### config.mk
export PLATFORM = sky130hd
export DESIGN_NAME = pipe_skid_reg
export DESIGN_NICKNAME = d
export VERILOG_FILES = /design/src/rtl/pipe_pkg.sv /design/src/rtl/pipe_data_reg.sv /design/src/rtl/pipe_skid_reg.sv
export SDC_FILE = /design/constraint.sdc
export NUM_CORES = 1
export LEC_CHECK = 0
export ABC_CLOCK_PERIOD_IN_PS = 1800
export CORE_MARGIN = 2
export CORE_UTILIZATION = 52
export DETAILED_ROUTE_END_ITERATION = 8
export PLACE_DENSITY = 0.93
export SLEW_MARGIN = 20
export SYNTH_ARGS = -nofsm -noshare
export SYNTH_HDL_FRONTEND = slang
export SYNTH_SLANG_ARGS = --single-unit
### constraint.sdc
create_clock -name Clk -period 1.8 [get_ports Clk]
set_input_delay 0.54 -clock Clk [delete_from_list [all_inputs] [get_ports Clk]]
set_output_delay 0.54 -clock Clk [all_outputs]
set_load 0.02 [all_outputs]
### src/rtl/pipe_pkg.sv
// Shared pipeline-stage definitions: state encoding and default payload width.
// No logic; types and constants only.
// Imported by every pipeline-stage module.
package pipe_pkg;

  // Default payload: 1+1+32+32+5 write-back bundle.
  localparam int PIPE_WIDTH = 71;

  // Entries held by a skid stage; the encoding doubles as the occupancy count.
  typedef enum logic [1:0] {
    ST_EMPTY = 2'd0,
    ST_ONE   = 2'd1,
    ST_FULL  = 2'd2
  } pipe_state_e;

endpackage

### src/rtl/pipe_data_reg.sv
// Payload register with load enable and synchronous clear (clear wins over load).
// Latency: one cycle from load_i/clear_i to q_o.
// Backpressure: none; the owner decides when to load.
module pipe_data_reg
  import pipe_pkg::*;
#(
  parameter int WIDTH = PIPE_WIDTH
) (
  input  logic             Clk,
  input  logic             Clrn,
  input  logic             load_i,
  input  logic             clear_i,
  input  logic [WIDTH-1:0] d_i,
  output logic [WIDTH-1:0] q_o
);

  logic [WIDTH-1:0] data_q;

  // Hold the payload; async reset and sync clear both zero it.
  always_ff @(posedge Clk or negedge Clrn) begin
    if (!Clrn) begin
      data_q <= '0;
    end else if (clear_i) begin
      data_q <= '0;
    end else if (load_i) begin
      data_q <= d_i;
    end
  end

  assign q_o = data_q;

endmodule

### src/rtl/pipe_skid_reg.sv
// Registered pipeline stage with one skid entry; breaks the ready path.
// Latency: one cycle from accepted input to Out_valid.
// Backpressure: In_ready decodes registered state only (low when both entries hold data).
module pipe_skid_reg
  import pipe_pkg::*;
#(
  parameter int WIDTH          = PIPE_WIDTH,
  parameter int ZERO_INVALID   = 1,
  parameter int CLEAR_ON_FLUSH = 1
) (
  input  logic             Clk,
  input  logic             Clrn,
  input  logic             In_valid,
  output logic             In_ready,
  input  logic [WIDTH-1:0] In_data,
  input  logic             Flush,
  output logic             Out_valid,
  input  logic             Out_ready,
  output logic [WIDTH-1:0] Out_data,
  output logic [1:0]       Occupancy
);

  pipe_state_e      state_q, state_d;
  logic [WIDTH-1:0] main_q, skid_q, main_d;
  logic             main_ld, skid_ld, main_clr, skid_clr;
  logic             in_fire, out_fire;

  assign In_ready  = (state_q != ST_FULL);
  assign Out_valid = (state_q != ST_EMPTY);
  assign Occupancy = state_q;
  assign in_fire   = In_valid & In_ready;
  assign out_fire  = Out_valid & Out_ready;

  // Main refills from skid when draining a full stage, otherwise from upstream.
  assign main_d = (state_q == ST_FULL) ? skid_q : In_data;

  assign Out_data = ((ZERO_INVALID != 0) && !Out_valid) ? '0 : main_q;

  // State register; reset discards any held beats.
  always_ff @(posedge Clk or negedge Clrn) begin
    if (!Clrn) begin
      state_q <= ST_EMPTY;
    end else begin
      state_q <= state_d;
    end
  end

  // Next state and register enables; flush overrides any handshake in its cycle.
  always_comb begin
    state_d  = state_q;
    main_ld  = 1'b0;
    skid_ld  = 1'b0;
    main_clr = 1'b0;
    skid_clr = 1'b0;
    if (Flush) begin
      state_d  = ST_EMPTY;
      main_clr = (CLEAR_ON_FLUSH != 0);
      skid_clr = (CLEAR_ON_FLUSH != 0);
    end else begin
      case (state_q)
        ST_EMPTY: begin
          if (in_fire) begin
            main_ld = 1'b1;
            state_d = ST_ONE;
          end
        end
        ST_ONE: begin
          if (in_fire && out_fire) begin
            main_ld = 1'b1;
          end else if (in_fire) begin
            skid_ld = 1'b1;
            state_d = ST_FULL;
          end else if (out_fire) begin
            state_d = ST_EMPTY;
          end
        end
        ST_FULL: begin
          if (out_fire) begin
            main_ld = 1'b1;
            state_d = ST_ONE;
          end
        end
        default: state_d = ST_EMPTY;
      endcase
    end
  end

  pipe_data_reg #(.WIDTH(WIDTH)) u_main (
    .Clk     (Clk),
    .Clrn    (Clrn),
    .load_i  (main_ld),
    .clear_i (main_clr),
    .d_i     (main_d),
    .q_o     (main_q)
  );

  pipe_data_reg #(.WIDTH(WIDTH)) u_skid (
    .Clk     (Clk),
    .Clrn    (Clrn),
    .load_i  (skid_ld),
    .clear_i (skid_clr),
    .d_i     (In_data),
    .q_o     (skid_q)
  );

endmodule

# Word level (Yosys, flattened, before mapping)
# Index checks and enable logic that the tools add are counted.
# Widths: inputs -> output; s select.
totals:
  ff_bits: 144
  in_bits: 76
  output_inout_bits: 75
  word_cells: 40
op_classes:
  eq_ne: 7
  n_mux: 22
  n_bitwise: 2
  reduce_logical: 6
op_table:
  columns: ["operator", "n"]
  rows:
  - ["$mux 71", 6]
  - ["$mux 2", 6]
  - ["$ne 3x3->1 const B", 3]
  - ["$mux 1", 8]
  - ["$pmux 2 s3", 1]
  - ["$reduce_bool 2->1", 3]
  - ["$ne 4x4->1 const B", 1]
  - ["$reduce_and 4->1", 1]
  - ["$pmux 1 s3", 1]
  - ["$and 1x1->1", 2]
  - ["$eq 2x1->1 const B", 1]
  - ["$eq 2x2->1 const B", 1]
  - ["$logic_not 2->1", 1]
  - ["$ne 2x2->1 const B", 1]
  - ["$logic_and 1x1->1", 1]

# Logic depth before layout (Yosys ltp)
logic_depth:
  ltp_word: 8
  ltp_mapped: 7
  depth_no_buf: 5

# Hierarchy
# From an unflattened synthesis, not the netlist that was laid out.
unflattened:
  hier_cells: 630
  hier_area_um2: 7634.8
modules_own_cells:
  columns: ["mod", "n_inst", "cells_each", "area_per_inst_um2", "seq_area_each_um2"]
  rows:
  - ["pipe_data_reg", 2, 229, 2901.5, 1776.7]
  - ["pipe_skid_reg", 1, 172, 1831.8, 50.0]

# Worst setup path before layout
# OpenSTA, ideal clock, no wires.
synth_path:
  path_type: "reg-to-output"
  from: "register state_q[0] (netlist: Occupancy[0])"
  to: "output port Out_data[61]"
  arrival_time_ns: 1.540
  required_ns: 1.260
  slack_ns: -0.280
  path_stages_with_launch: 5
  path_buffers: 2
  cell_sequence: "dfrtp_1 or2_2 clkbuf_1 clkbuf_1 and2_1"
synth_via:
  elab_chain_len: 2
synth_rtl:
  columns: ["element", "line", "rtl"]
  rows:
  - ["start, declared", "pipe_skid_reg.sv:23", "pipe_state_e state_q, state_d;"]
  - ["start signal, assigned", "pipe_skid_reg.sv:44", "state_q <= state_d;"]
  - ["$reduce_bool 2->1", "pipe_skid_reg.sv:29", "assign Out_valid = (state_q != ST_EMPTY);"]
  - ["net Out_valid", "pipe_skid_reg.sv:17", "output logic Out_valid,"]
  - ["$mux 71", "pipe_skid_reg.sv:37", "assign Out_data = ((ZERO_INVALID != 0) && !Out_valid) ? '0 : main_q;"]
  - ["end, declared", "pipe_skid_reg.sv:19", "output logic [WIDTH-1:0] Out_data,"]
# The timed path passes the listed nets, and every way through them passes these cells.

# Worst setup path after layout
layout_path:
  from: "register state_q[0] (netlist: Occupancy[0])"
  to: "output port Out_data[22]"
layout_via:
  elab_chain_len: 2
layout_rtl:
  columns: ["element", "line"]
  rows:
  - ["$reduce_bool 2->1", "pipe_skid_reg.sv:29"]
  - ["$mux 71", "pipe_skid_reg.sv:37"]
# No other way between the ends.

==> results.cfg <==
[cells_and_area]
utilization = 0.724
finalNetCount = 1023
seq_area_sq_um = 3610
syn_to_final_growth_pct = 34.4
antennaDiodeCount = 0
multi_input_area_sq_um = 3360
nFillCells = 915
layout-drive-gt1-share = 0.248
fin_area_sq_um = 9660

[pwr]
ir_worst_vdd_v = 0.000663
switching_power_mw = 2.19
p_sw_frac = 0.250
internal_power_mw = 6.57
comb_power_share = 0.166
p_leak_nw = 4.67
clock_power_share = 0.428
power_per_cell_area_nw_per_um2 = 907
p_seq_frac = 0.406

[run]
drv_cap = 0

[setup_path]
path_cells = or2_4 > buf_16 > and2_1 > buf_2
critPathMaxFanout = 13
critical_path_required_ps = 1260
end_kind = primary output
cp.arrival_ps = 1670
critPathLaunchType = flop
crit_type = reg -> out
critPathMaxStageDelay_ps = 400
r2r_setup_slack_ps = -180
slowest_stage = dfrtp_2

[hold_path]
holdCritPathClass = in -> async

[sta]
slew_viol_final = 0
slew_headroom = 0.586
rsz0062_at_grt = true
finalCriticalPeriod_ps = 2210
setup_tns_ps = -33790
finalSetupViolCount = 138
finalHoldViolCount = 0
worstMarginPinSlew_ps = 621
worst_slack_ps = -410
finClkSkew_ps = 8.60
fmax_ghz = 0.452
final.period_utilization = 1.23

[global_routing]
grt_usage = 0.285
grt_max_degree = 145
antenna_found_initial = 0
grt_pass1_vias = 6317
grt_pass1_wl_mm = 32.4
overflow = 0

[logic_synthesis]
synth_area_sq_um = 7190
yosys.area.top_type = dfrtp_1
yosysSeqAreaShare = 0.501
yosysTopAreaCellShare = 0.501
post_synth.cell_area_avg_sq_um = 9.08
syn_inst = 792
ys_ff_latch = 144
yosys_warnings = 0
synthTopCellsByArea = dfrtp_1, nand2_1, mux2_4
synth_cell_type_count = 23
synthesis.nets = 868

[place]
dp_hpwl_mm = 12.1
dpl_cell_area_sq_um = 9070
io_buffers = 150
gp_congestion = 0.860
pre_cts_slack_ps = -572

[drt]
ant_nets = 0
vias = 6288
drt-pass1-iter-count = 5
routedWlPerCell_um = 17.9
avgViaCountPerCell = 5.54
drt_iter0_drc = 837
drc = 0
routed_wl_mm = 20.4

[cts]
clock_latency_ps = 430
cts_buffer_depth = 2
cts_sinks = 144
cts_tree = yes
h-tree-depth = 4
cts_root_buf = clkbuf_16
clkSlewWorstSetupHoldPaths_ps = 60
cts_inserted_buffers = 17

[run_status]
violations = setup timing
status = finished with violations

[floorplanning]
start_util = 0.539
core_sq_um = 13300
die-area_sq_um = 14800
die_x_um = 122
io_pins = 151
die_y_um = 122
std_cell_rows = 42
## through the flow
stage	hold slack, ps	instances	power, mW
after floorplan	244	792	4.31
after global placement	455	1094	4.95
after detailed placement	456	1094	5.00
after CTS	1.64	1134	8.74
after global routing	11.1	1136	9.07
final	4.54	1136	8.76
## worst max-delay path, delay by kind of cell (launching register included)
| kind | cells | cell delay, ps |
|---|---|---|
| flip-flops | 1 | 400 |
| buffers and inverters | 2 | 340 |
| AND/OR/NAND/NOR | 2 | 500 |
## registers in the layout, indices dropped and copies added, names as in the netlist
name	count
u_main.q_o	71
u_skid.q_o	71
Occupancy	2
## cell type report
type,instances,area share
repair buffers,197,0.191
inverters,2,0.000777
multi-input cells,585,0.347
well taps,176,0.0228
clock inverters,11,0.0166
flip-flops and latches,144,0.373
clock buffers,21,0.0487
## cells in the final DEF (no fill, tap or decap), types with 6 or more instances in the layout
master,count
mux2_2,15
buf_2,68
nor2_1,6
buf_6,13
clkdlybuf4s50_1,71
buf_4,22
clkbuf_16,19
nand2_1,284
mux2_4,50
and2_1,66
buf_12,12
a21oi_1,137
dfrtp_1,142
## Yosys cell counts, drive strengths merged
cell type	instances
o21ai	2
nor3	1
or2	1
buf	25
nor2	7
nand2b	3
a311oi	6
and2	71
o211ai	1
dfrtp	144
nor2b	3
inv	2
mux2	65
mux2i	1
clkbuf	36
nand2	285
nand3b	1
a21oi	138
## power by group through the flow
| stage | sequential [mW] | clock (mW) | combinational, mW |
|---|---|---|---|
| floorplan | 3.55 | 0 | 0.760 |
| global placement | 3.59 | 0 | 1.36 |
| detailed placement | 3.60 | 0 | 1.40 |
| CTS | 3.55 | 3.77 | 1.42 |
| global route | 3.57 | 3.93 | 1.56 |
| finish | 3.55 | 3.75 | 1.46 |
## metal layers
metal / vias to the layer above / routed length, um / track usage
li1: 2891 / - / -
met1: 3084 / 8030 / 0.362
met2: 276 / 10500 / 0.476
met3: 37 / 1330 / 0.0613
met4: 0 / 496 / 0.118
met5: - / 0 / 0
## cells by family (layout without fill, tap and decap cells)
| family | Yosys count | count (layout) | share of synthesized area |
|---|---|---|---|
| multiplexers | 66 | 66 | 0.129 |
| buffers and inverters | 63 | 231 | 0.0418 |
| AND/OR/NAND/NOR | 372 | 372 | 0.222 |
| flip-flops | 144 | 144 | 0.501 |
| AO/OA/AOI/OAI | 147 | 147 | 0.106 |
## repair_timing
item / 4_1_cts / 5_1_grt
pin swaps: 4 / 4
setup buffers: 5 / 2
endpoints found under the setup margin: 139 / 145
hold buffers: 0 / 0
gates cloned: 4 / 1
resized for setup: 324 / 28
## worst paths after layout
kind,start,to,cells after the start
max in group asynchronous,Clrn,u_main.q_o[33],2
hold / removal,Clrn,u_skid.q_o[61],1
min in group Clk,u_main.q_o[41],u_main.q_o[41],1
setup / recovery,Occupancy[0],Out_data[22],4
hold reg to reg,u_main.q_o[41],u_main.q_o[41],1
setup reg to reg,Occupancy[1],u_main.q_o[5],9
Note: power is estimated with default switching activity, not from simulation.
